[config.mk]
export PLATFORM = sky130hd
export DESIGN_NAME = csla_pipe_adder
export DESIGN_NICKNAME = d
export VERILOG_FILES = /design/src/rtl/csla_pipe_adder.sv
export SDC_FILE = /design/constraint.sdc
export NUM_CORES = 1
export LEC_CHECK = 0
export ABC_AREA = 1
export CAP_MARGIN = 20
export CORE_UTILIZATION = 51
export DETAILED_ROUTE_END_ITERATION = 8
export PLACE_DENSITY = 0.81
export SLEW_MARGIN = 20
export SYNTH_ARGS = -nofsm -noshare
export SYNTH_HDL_FRONTEND = slang
export SYNTH_SLANG_ARGS = --single-unit
[constraint.sdc]
create_clock -name i_clk -period 2.8 [get_ports i_clk]
set_input_delay 0.84 -clock i_clk [delete_from_list [all_inputs] [get_ports i_clk]]
set_output_delay 0.84 -clock i_clk [all_outputs]
set_load 0.01 [all_outputs]
[src/rtl/csla_pipe_adder.sv]
// csla_pipe_adder
// Pipelined carry-select adder/subtractor. The operand is cut into BLOCK-bit
// blocks; block 0 ripples from the effective carry-in, every higher block
// precomputes sums for carry-in 0 and 1 and selects on the incoming carry.
// A register stage follows every BLOCKS_PER_STAGE blocks. Operands travel
// alongside the partial sum until their stage consumes them. All stages
// advance together under a single enable (global stall).
module csla_pipe_adder #(
  parameter int unsigned WIDTH            = 32,
  parameter int unsigned BLOCK            = 4,
  parameter int unsigned BLOCKS_PER_STAGE = 2
) (
  input  logic             i_clk,
  input  logic             i_rst_n,
  input  logic             i_valid,
  output logic             o_ready,
  input  logic [WIDTH-1:0] i_a,
  input  logic [WIDTH-1:0] i_b,
  input  logic             i_carry,
  input  logic             i_sub,
  output logic             o_valid,
  input  logic             i_ready,
  output logic [WIDTH-1:0] o_summ,
  output logic             o_carry,
  output logic             o_overflow
);

  localparam int unsigned NBLK = WIDTH / BLOCK;
  localparam int unsigned LAT  = NBLK / BLOCKS_PER_STAGE;

  logic en;

  // Stage output registers, index k = register bank after stage k
  logic             v_q   [LAT];
  logic [WIDTH-1:0] s_q   [LAT];
  logic             c_q   [LAT];
  logic [WIDTH-1:0] a_q   [LAT];
  logic [WIDTH-1:0] b_q   [LAT];
  logic             sub_q [LAT];
  logic             ovf_q;

  // Stage inputs
  logic             v_in   [LAT];
  logic [WIDTH-1:0] s_in   [LAT];
  logic             c_in   [LAT];
  logic [WIDTH-1:0] a_in   [LAT];
  logic [WIDTH-1:0] b_in   [LAT];
  logic             sub_in [LAT];

  // Stage results, loaded into the registers on en
  logic             v_n   [LAT];
  logic [WIDTH-1:0] s_n   [LAT];
  logic             c_n   [LAT];
  logic [WIDTH-1:0] a_n   [LAT];
  logic [WIDTH-1:0] b_n   [LAT];
  logic             sub_n [LAT];
  logic             ovf_n;

  assign en         = ~o_valid | i_ready;
  assign o_ready    = en;
  assign o_valid    = v_q[LAT-1];
  assign o_summ     = s_q[LAT-1];
  assign o_carry    = c_q[LAT-1];
  assign o_overflow = ovf_q;

  // Route primary inputs to stage 0 and each register bank to the next stage
  always_comb begin
    v_in[0]   = i_valid;
    s_in[0]   = '0;
    c_in[0]   = i_carry ^ i_sub;
    a_in[0]   = i_a;
    b_in[0]   = i_b;
    sub_in[0] = i_sub;
    for (int unsigned k = 1; k < LAT; k++) begin
      v_in[k]   = v_q[k-1];
      s_in[k]   = s_q[k-1];
      c_in[k]   = c_q[k-1];
      a_in[k]   = a_q[k-1];
      b_in[k]   = b_q[k-1];
      sub_in[k] = sub_q[k-1];
    end
  end

  // Evaluate each stage's blocks: ripple for block 0, carry-select elsewhere
  always_comb begin : stage_eval
    logic [WIDTH-1:0] b_eff;
    logic [WIDTH-1:0] sum;
    logic             carry;
    logic [BLOCK:0]   r0;
    logic [BLOCK:0]   r1;
    logic [BLOCK:0]   sel;
    int unsigned      lo;
    b_eff = '0;
    sum   = '0;
    carry = 1'b0;
    r0    = '0;
    r1    = '0;
    sel   = '0;
    lo    = 0;
    ovf_n = 1'b0;
    for (int unsigned k = 0; k < LAT; k++) begin
      b_eff = b_in[k] ^ {WIDTH{sub_in[k]}};
      sum   = s_in[k];
      carry = c_in[k];
      for (int unsigned j = 0; j < BLOCKS_PER_STAGE; j++) begin
        lo = (k * BLOCKS_PER_STAGE + j) * BLOCK;
        if (k == 0 && j == 0) begin
          sel = {1'b0, a_in[k][lo +: BLOCK]} + {1'b0, b_eff[lo +: BLOCK]}
              + {{BLOCK{1'b0}}, carry};
        end else begin
          r0  = {1'b0, a_in[k][lo +: BLOCK]} + {1'b0, b_eff[lo +: BLOCK]};
          r1  = {1'b0, a_in[k][lo +: BLOCK]} + {1'b0, b_eff[lo +: BLOCK]}
              + {{BLOCK{1'b0}}, 1'b1};
          sel = carry ? r1 : r0;
        end
        sum[lo +: BLOCK] = sel[BLOCK-1:0];
        carry            = sel[BLOCK];
      end
      v_n[k]   = v_in[k];
      s_n[k]   = sum;
      c_n[k]   = carry;
      a_n[k]   = a_in[k];
      b_n[k]   = b_in[k];
      sub_n[k] = sub_in[k];
      // carry into the MSB is recovered from the MSB's sum bit and operands
      if (k == LAT - 1) begin
        ovf_n = carry ^ (a_in[k][WIDTH-1] ^ b_eff[WIDTH-1] ^ sum[WIDTH-1]);
      end
    end
  end

  // Pipeline registers: clear on reset, advance together when en is high
  always_ff @(posedge i_clk or negedge i_rst_n) begin
    if (!i_rst_n) begin
      for (int unsigned k = 0; k < LAT; k++) begin
        v_q[k]   <= 1'b0;
        s_q[k]   <= '0;
        c_q[k]   <= 1'b0;
        a_q[k]   <= '0;
        b_q[k]   <= '0;
        sub_q[k] <= 1'b0;
      end
      ovf_q <= 1'b0;
    end else if (en) begin
      for (int unsigned k = 0; k < LAT; k++) begin
        v_q[k]   <= v_n[k];
        s_q[k]   <= s_n[k];
        c_q[k]   <= c_n[k];
        a_q[k]   <= a_n[k];
        b_q[k]   <= b_n[k];
        sub_q[k] <= sub_n[k];
      end
      ovf_q <= ovf_n;
    end
  end

endmodule

[After elaboration in Yosys (flattened, before gate mapping)]
Index checks and enable logic that the tools add are counted.
Operators by class
  $add $sub $neg: 16
  muxes and demuxes: 7
  bitwise operators: 10
Operators with widths (count)
  4-bit by 4-bit adder with 5-bit output: 8
  5-bit by 1-bit adder with 5-bit output (second input constant): 7
  5-bit two-way mux: 7
  32-bit bitwise XOR: 1
  24-bit bitwise XOR: 1
  16-bit bitwise XOR: 1
  8-bit bitwise XOR: 1
  5-bit by 1-bit adder with 5-bit output: 1
  1-bit bitwise XOR: 4
  1-bit NOT: 1
  1-bit bitwise OR: 1
Word-level totals
  bits in registers: 284
  input bits: 70
  output and inout port bits: 36
  logic and storage cells: 55

[Depth between registers and ports, before layout]
  depth after elaboration: 7
  mapped depth: 18
  mapped depth without buffers: 17

[Worst setup path before layout]
OpenSTA, ideal clock, no wires.
  path type: input -> register
  start point: input i_sub
  end point: register c_q (netlist bit c_in[2])
  setup time: 0.132 ns
  arrival time: 2.771 ns
  data required time: 2.668 ns
  setup slack: -0.103 ns
  stages: 12
  buffers on the path: 1
  cells stage by stage: clkbuf_1 -> xnor2_1 -> fa_1 -> inv_1 -> fa_1 -> nand2_1 -> nand2_1 -> a21o_1 -> and3_1 -> nand2_1 -> xnor2_1 -> o21ai_1
On the way
  longest elaborated chain between the ends: 4
  elaborated cells on any way between the ends: 7
  those cells by class: add/sub: 4; mux: 1; bitwise: 2
RTL lines
  from (decl): line 20  | input logic i_sub,
  8-bit bitwise XOR: line 102  | b_eff = b_in[k] ^ {WIDTH{sub_in[k]}};
  4-bit by 4-bit adder with 5-bit output, on equally long branches
  5-bit by 1-bit adder with 5-bit output, on equally long branches: line 113, 109
  5-bit two-way mux (*): line 114  | sel = carry ? r1 : r0;
  to (signal, indexed assignment): line 148  | c_q[k] <= c_n[k];
  to (decl): line 36  | logic c_q [LAT];
Every way passes the cells marked *; elsewhere a longest branch is shown, timed or not.
A chain may end at the register's enable or synchronous reset.

[Worst setup path after layout]
  start point: register sub_q (netlist bit sub_in[2])
  end point: register s_q (netlist bit s_in[47])
On the way
  longest elaborated chain between the ends: 5
  elaborated cells on any way between the ends: 7
  those cells by class: add/sub: 4; mux: 2; bitwise: 1
RTL lines
  from (decl): line 39  | logic sub_q [LAT];
  from (signal, indexed assignment): line 151  | sub_q[k] <= sub_n[k];
  16-bit bitwise XOR (*): line 102
  4-bit by 4-bit adder with 5-bit output: line 111, 112
  5-bit by 1-bit adder with 5-bit output: line 113  | + {{BLOCK{1'b0}}, 1'b1};
  5-bit two-way mux: line 114
  5-bit two-way mux (*): line 114
  to (signal, indexed assignment): line 147  | s_q[k] <= s_n[k];
  to (decl): line 35  | logic [WIDTH-1:0] s_q [LAT];
Marks and branches as above.

==> impl_metrics.yaml <==
setup_path:
  cp_max_fo: 6
  crit_cells: 15
  crit_chain: "xor2_1 -> ha_2 -> inv_2 -> fa_1 -> inv_1 -> ha_2 -> nand2_2 -> or2_1 -> nor2_2 -> or2_4 -> nand2_4 -> nand2_2 -> nand2_2 -> nand2_1 -> nand2_1"
  critical_path_buf_inv_count: 2
  crit_arrival_ns: 3.04
  crit_required_ns: 3.12
  path_class: "reg -> reg"
  worst_path_most_repeated_cell: "nand2_2"
  reg2regPathDepth: 15
  cpMaxStageDelayCell: "fa_1"
  r2r_end: "s_in[47]$_DFFE_PN0P_"
  path_delay_family: "simple AND/OR/NAND/NOR gates"
  end_kind: "register"
  reg2reg_slack_ns: 0.08
  reg2reg_from: "sub_in[2]$_DFFE_PN0P_"
  worst_setup_path_start_kind: "register"
  cpPeakStageDelay_ns: 0.53
final_layout:
  fin_area_um2: 11100
  final_core_util: 0.642
  diodes: 0
  area_growth_pct: 23.2
  num-nets-final: 1275
  drive_gt1_frac: 0.0897
synth:
  synth_commonest_cells: "456 x nand2_1, 188 x dfrtp_1, 64 x inv_1"
  synth.top_cell.area_share: 0.522
  synth_cells: 1047
  avgSynthCellArea_um2: 8.60
  synthSimpleGateAreaFrac: 0.233
  synth-xor-area-share: 0.0600
  synth_sequential_area_ratio: 0.522
  synth_top_family_by_area: "simple AND/OR/NAND/NOR gates"
  synth_edf_count: 0
  synth_seq_cells: 188
  synthesis.area_um2: 9010
  synthAdderAreaFrac: 0.0728
  yosysMostFrequentCell: "nand2_1"
  synth_compound_area_frac: 0.0619
  synthMuxAreaShare: 0
  ys.flop_type: "dfrtp_1"
  syn_nets: 1164
  yosysWarnings: 0
  ys_async_sr_fraction: 1.00
  synthDistinctLibCells: 32
  synth_largest_area_cell: "dfrtp_1"
  synth.area.top_cells: "dfrtp_1 52%, nand2_1 19%, ha_1 5.3%"
timing:
  fmax_mhz: 368
  setup_viol: 0
  setup_slack_ns: 0.0833
  finClkSkew_ns: 0.00617
  whs_ns: 0.366
  hold_viol: 0
  rsz0062_at_grt: "yes"
  min_period_ns: 2.72
  drv_slew: 0
  fin_crit_sh: 0.970
  worstMarginPinSlew_ns: 0.686
  slew_headroom: 0.543
clocking:
  clock_latency_ns: 0.44
  clk_pin_slew_ns: 0.07
  cts_root_buf: "clkbuf_16"
  cts_buffer_depth: 2
  numCtsBuffers: 17
  cts_max_level: 4
  clock-sinks: 188
  cts_tree: "yes"
global_routing:
  grt_max_degree: 166
  grt_pass1_vias: 6517
  grt.total_usage: 0.214
  antenna_found_initial: 0
  grt_pass1_wl_mm: 30.7
  grt-ovfl-total: 0
placement:
  place_area_um2: 10400
  place.gp.congestion: 0.812
  port_buffers: 105
  hpwl_mm: 12.2
  dp_slack_ns: -0.466
floorplanning:
  pin_count: 106
  die_w_um: 135
  core_um2: 17300
  num_rows: 48
  start_util: 0.521
  dieHeight_um: 135
  die-area_um2: 18200
pwr:
  power.density_nw_per_um2: 1330
  vdd_ir_drop_max_v: 0.000593
  p_leak_nw: 5.62
  power.total_mw: 14.7
route:
  ant_nets: 0
  vias: 6909
  wirelength_mm: 18.1
  dr.pass1.iters: 5
  via_per_inst: 4.95
  drt_iter0_markers: 411
  wl_per_cell_um: 13.0
  drc: 0
min_path:
  hold_class: "in -> async"
status:
  status: "finished clean"
job:
  drv_cap: 0
## routing by layer
metal,GRT usage,part of all wire
met1,0.297,0.47
met2,0.334,0.46
met3,0.0387,0.036
met4,0.0861,0.027
met5,0,0
## power breakdown
part | total [mW] | switching, mW | internal [mW]
Combinational | 7.69 | 4.41 | 3.28
Clock | 2.39 | 1.10 | 1.29
Sequential | 4.64 | 0.705 | 3.93
Total | 14.7 | 6.22 | 8.50
## per-stage QoR
step | TNS [ns] | std cells
detailed placement | -1.91 | 1359
global placement | -1.39 | 1359
finish | 0 | 1396
global route | -0.125 | 1396
CTS | 0 | 1391
floorplan | 0 | 1047
## worst reg2reg max path, cell delays in order, from the launching register on
cell     delay [ns]
dfrtp_2        0.44
xor2_1         0.17
ha_2           0.23
inv_2          0.05
fa_1           0.53
inv_1          0.09
ha_2           0.17
nand2_2        0.06
or2_1          0.24
nor2_2         0.13
or2_4          0.18
nand2_4        0.08
nand2_2        0.07
nand2_2        0.06
nand2_1        0.06
nand2_1        0.06
## cell families after synthesis
group,after synthesis
AND/OR/NAND/NOR,532
flip-flops,188
buffers and inverters,113
AO/OA/AOI/OAI,107
XOR/XNOR,60
adder cells (fa/ha/maj),47
## cell type report
| class | instances | area (um^2) |
|---|---|---|
| Sequential cell | 188 | 4710 |
| Timing Repair Buffer | 136 | 1310 |
| Clock buffer | 18 | 439 |
| Fill cell | 1391 | 6200 |
| Clock inverter | 14 | 150 |
| Inverter | 68 | 258 |
| Tap cell | 225 | 282 |
| Multi-Input combinational cell | 747 | 3960 |
## timing repair
item / in CTS / in global routing
hold buffers: 0 / 0
buffers inserted: 0 / 4
gates cloned: 0 / 1
setup endpoints to repair: 3 / 15
pin swaps: 0 / 16
gates resized for setup: 4 / 23
## worst max-delay path by stage
stage,from,end
after global placement,i_sub,c_in[2]$_DFFE_PN0P_
after CTS,sub_in[2]$_DFFE_PN0P_,s_in[47]$_DFFE_PN0P_
after floorplan,i_sub,c_in[2]$_DFFE_PN0P_
after global routing,b_in[24]$_DFFE_PN0P_,o_overflow$_DFFE_PN0P_
final,sub_in[2]$_DFFE_PN0P_,s_in[47]$_DFFE_PN0P_
after detailed placement,i_sub,c_in[2]$_DFFE_PN0P_
## state kept, by name, indices dropped and copies added, names as in the netlist
register / count
o_valid: 1
a_in: 48
c_in: 3
o_overflow: 1
b_in: 48
v_in: 3
o_summ: 32
s_in: 48
sub_in: 3
o_carry: 1
## cell usage in the layout, fill, tap and decap left out, types with 3 or more instances in the layout
cell,netlist,routed
nand2_1,456,450
dfrtp_1,188,187
clkdlybuf4s50_1,0,102
inv_1,64,62
o21ai_1,59,59
xor2_1,41,40
ha_1,38,35
nand3_1,31,30
buf_4,1,29
o21ai_0,20,20
nor2_1,23,19
a21oi_1,18,17
clkbuf_16,0,17
xnor2_1,17,14
nand2_2,2,8
fa_1,9,8
inv_6,0,6
xnor2_2,2,5
inv_2,4,5
nor3_1,5,4
nor2_2,0,3
nand2_4,2,3
or2_2,3,3
o21bai_1,3,3
nand4_1,3,3
ha_2,0,3
(Power assumes the default switching activity.)
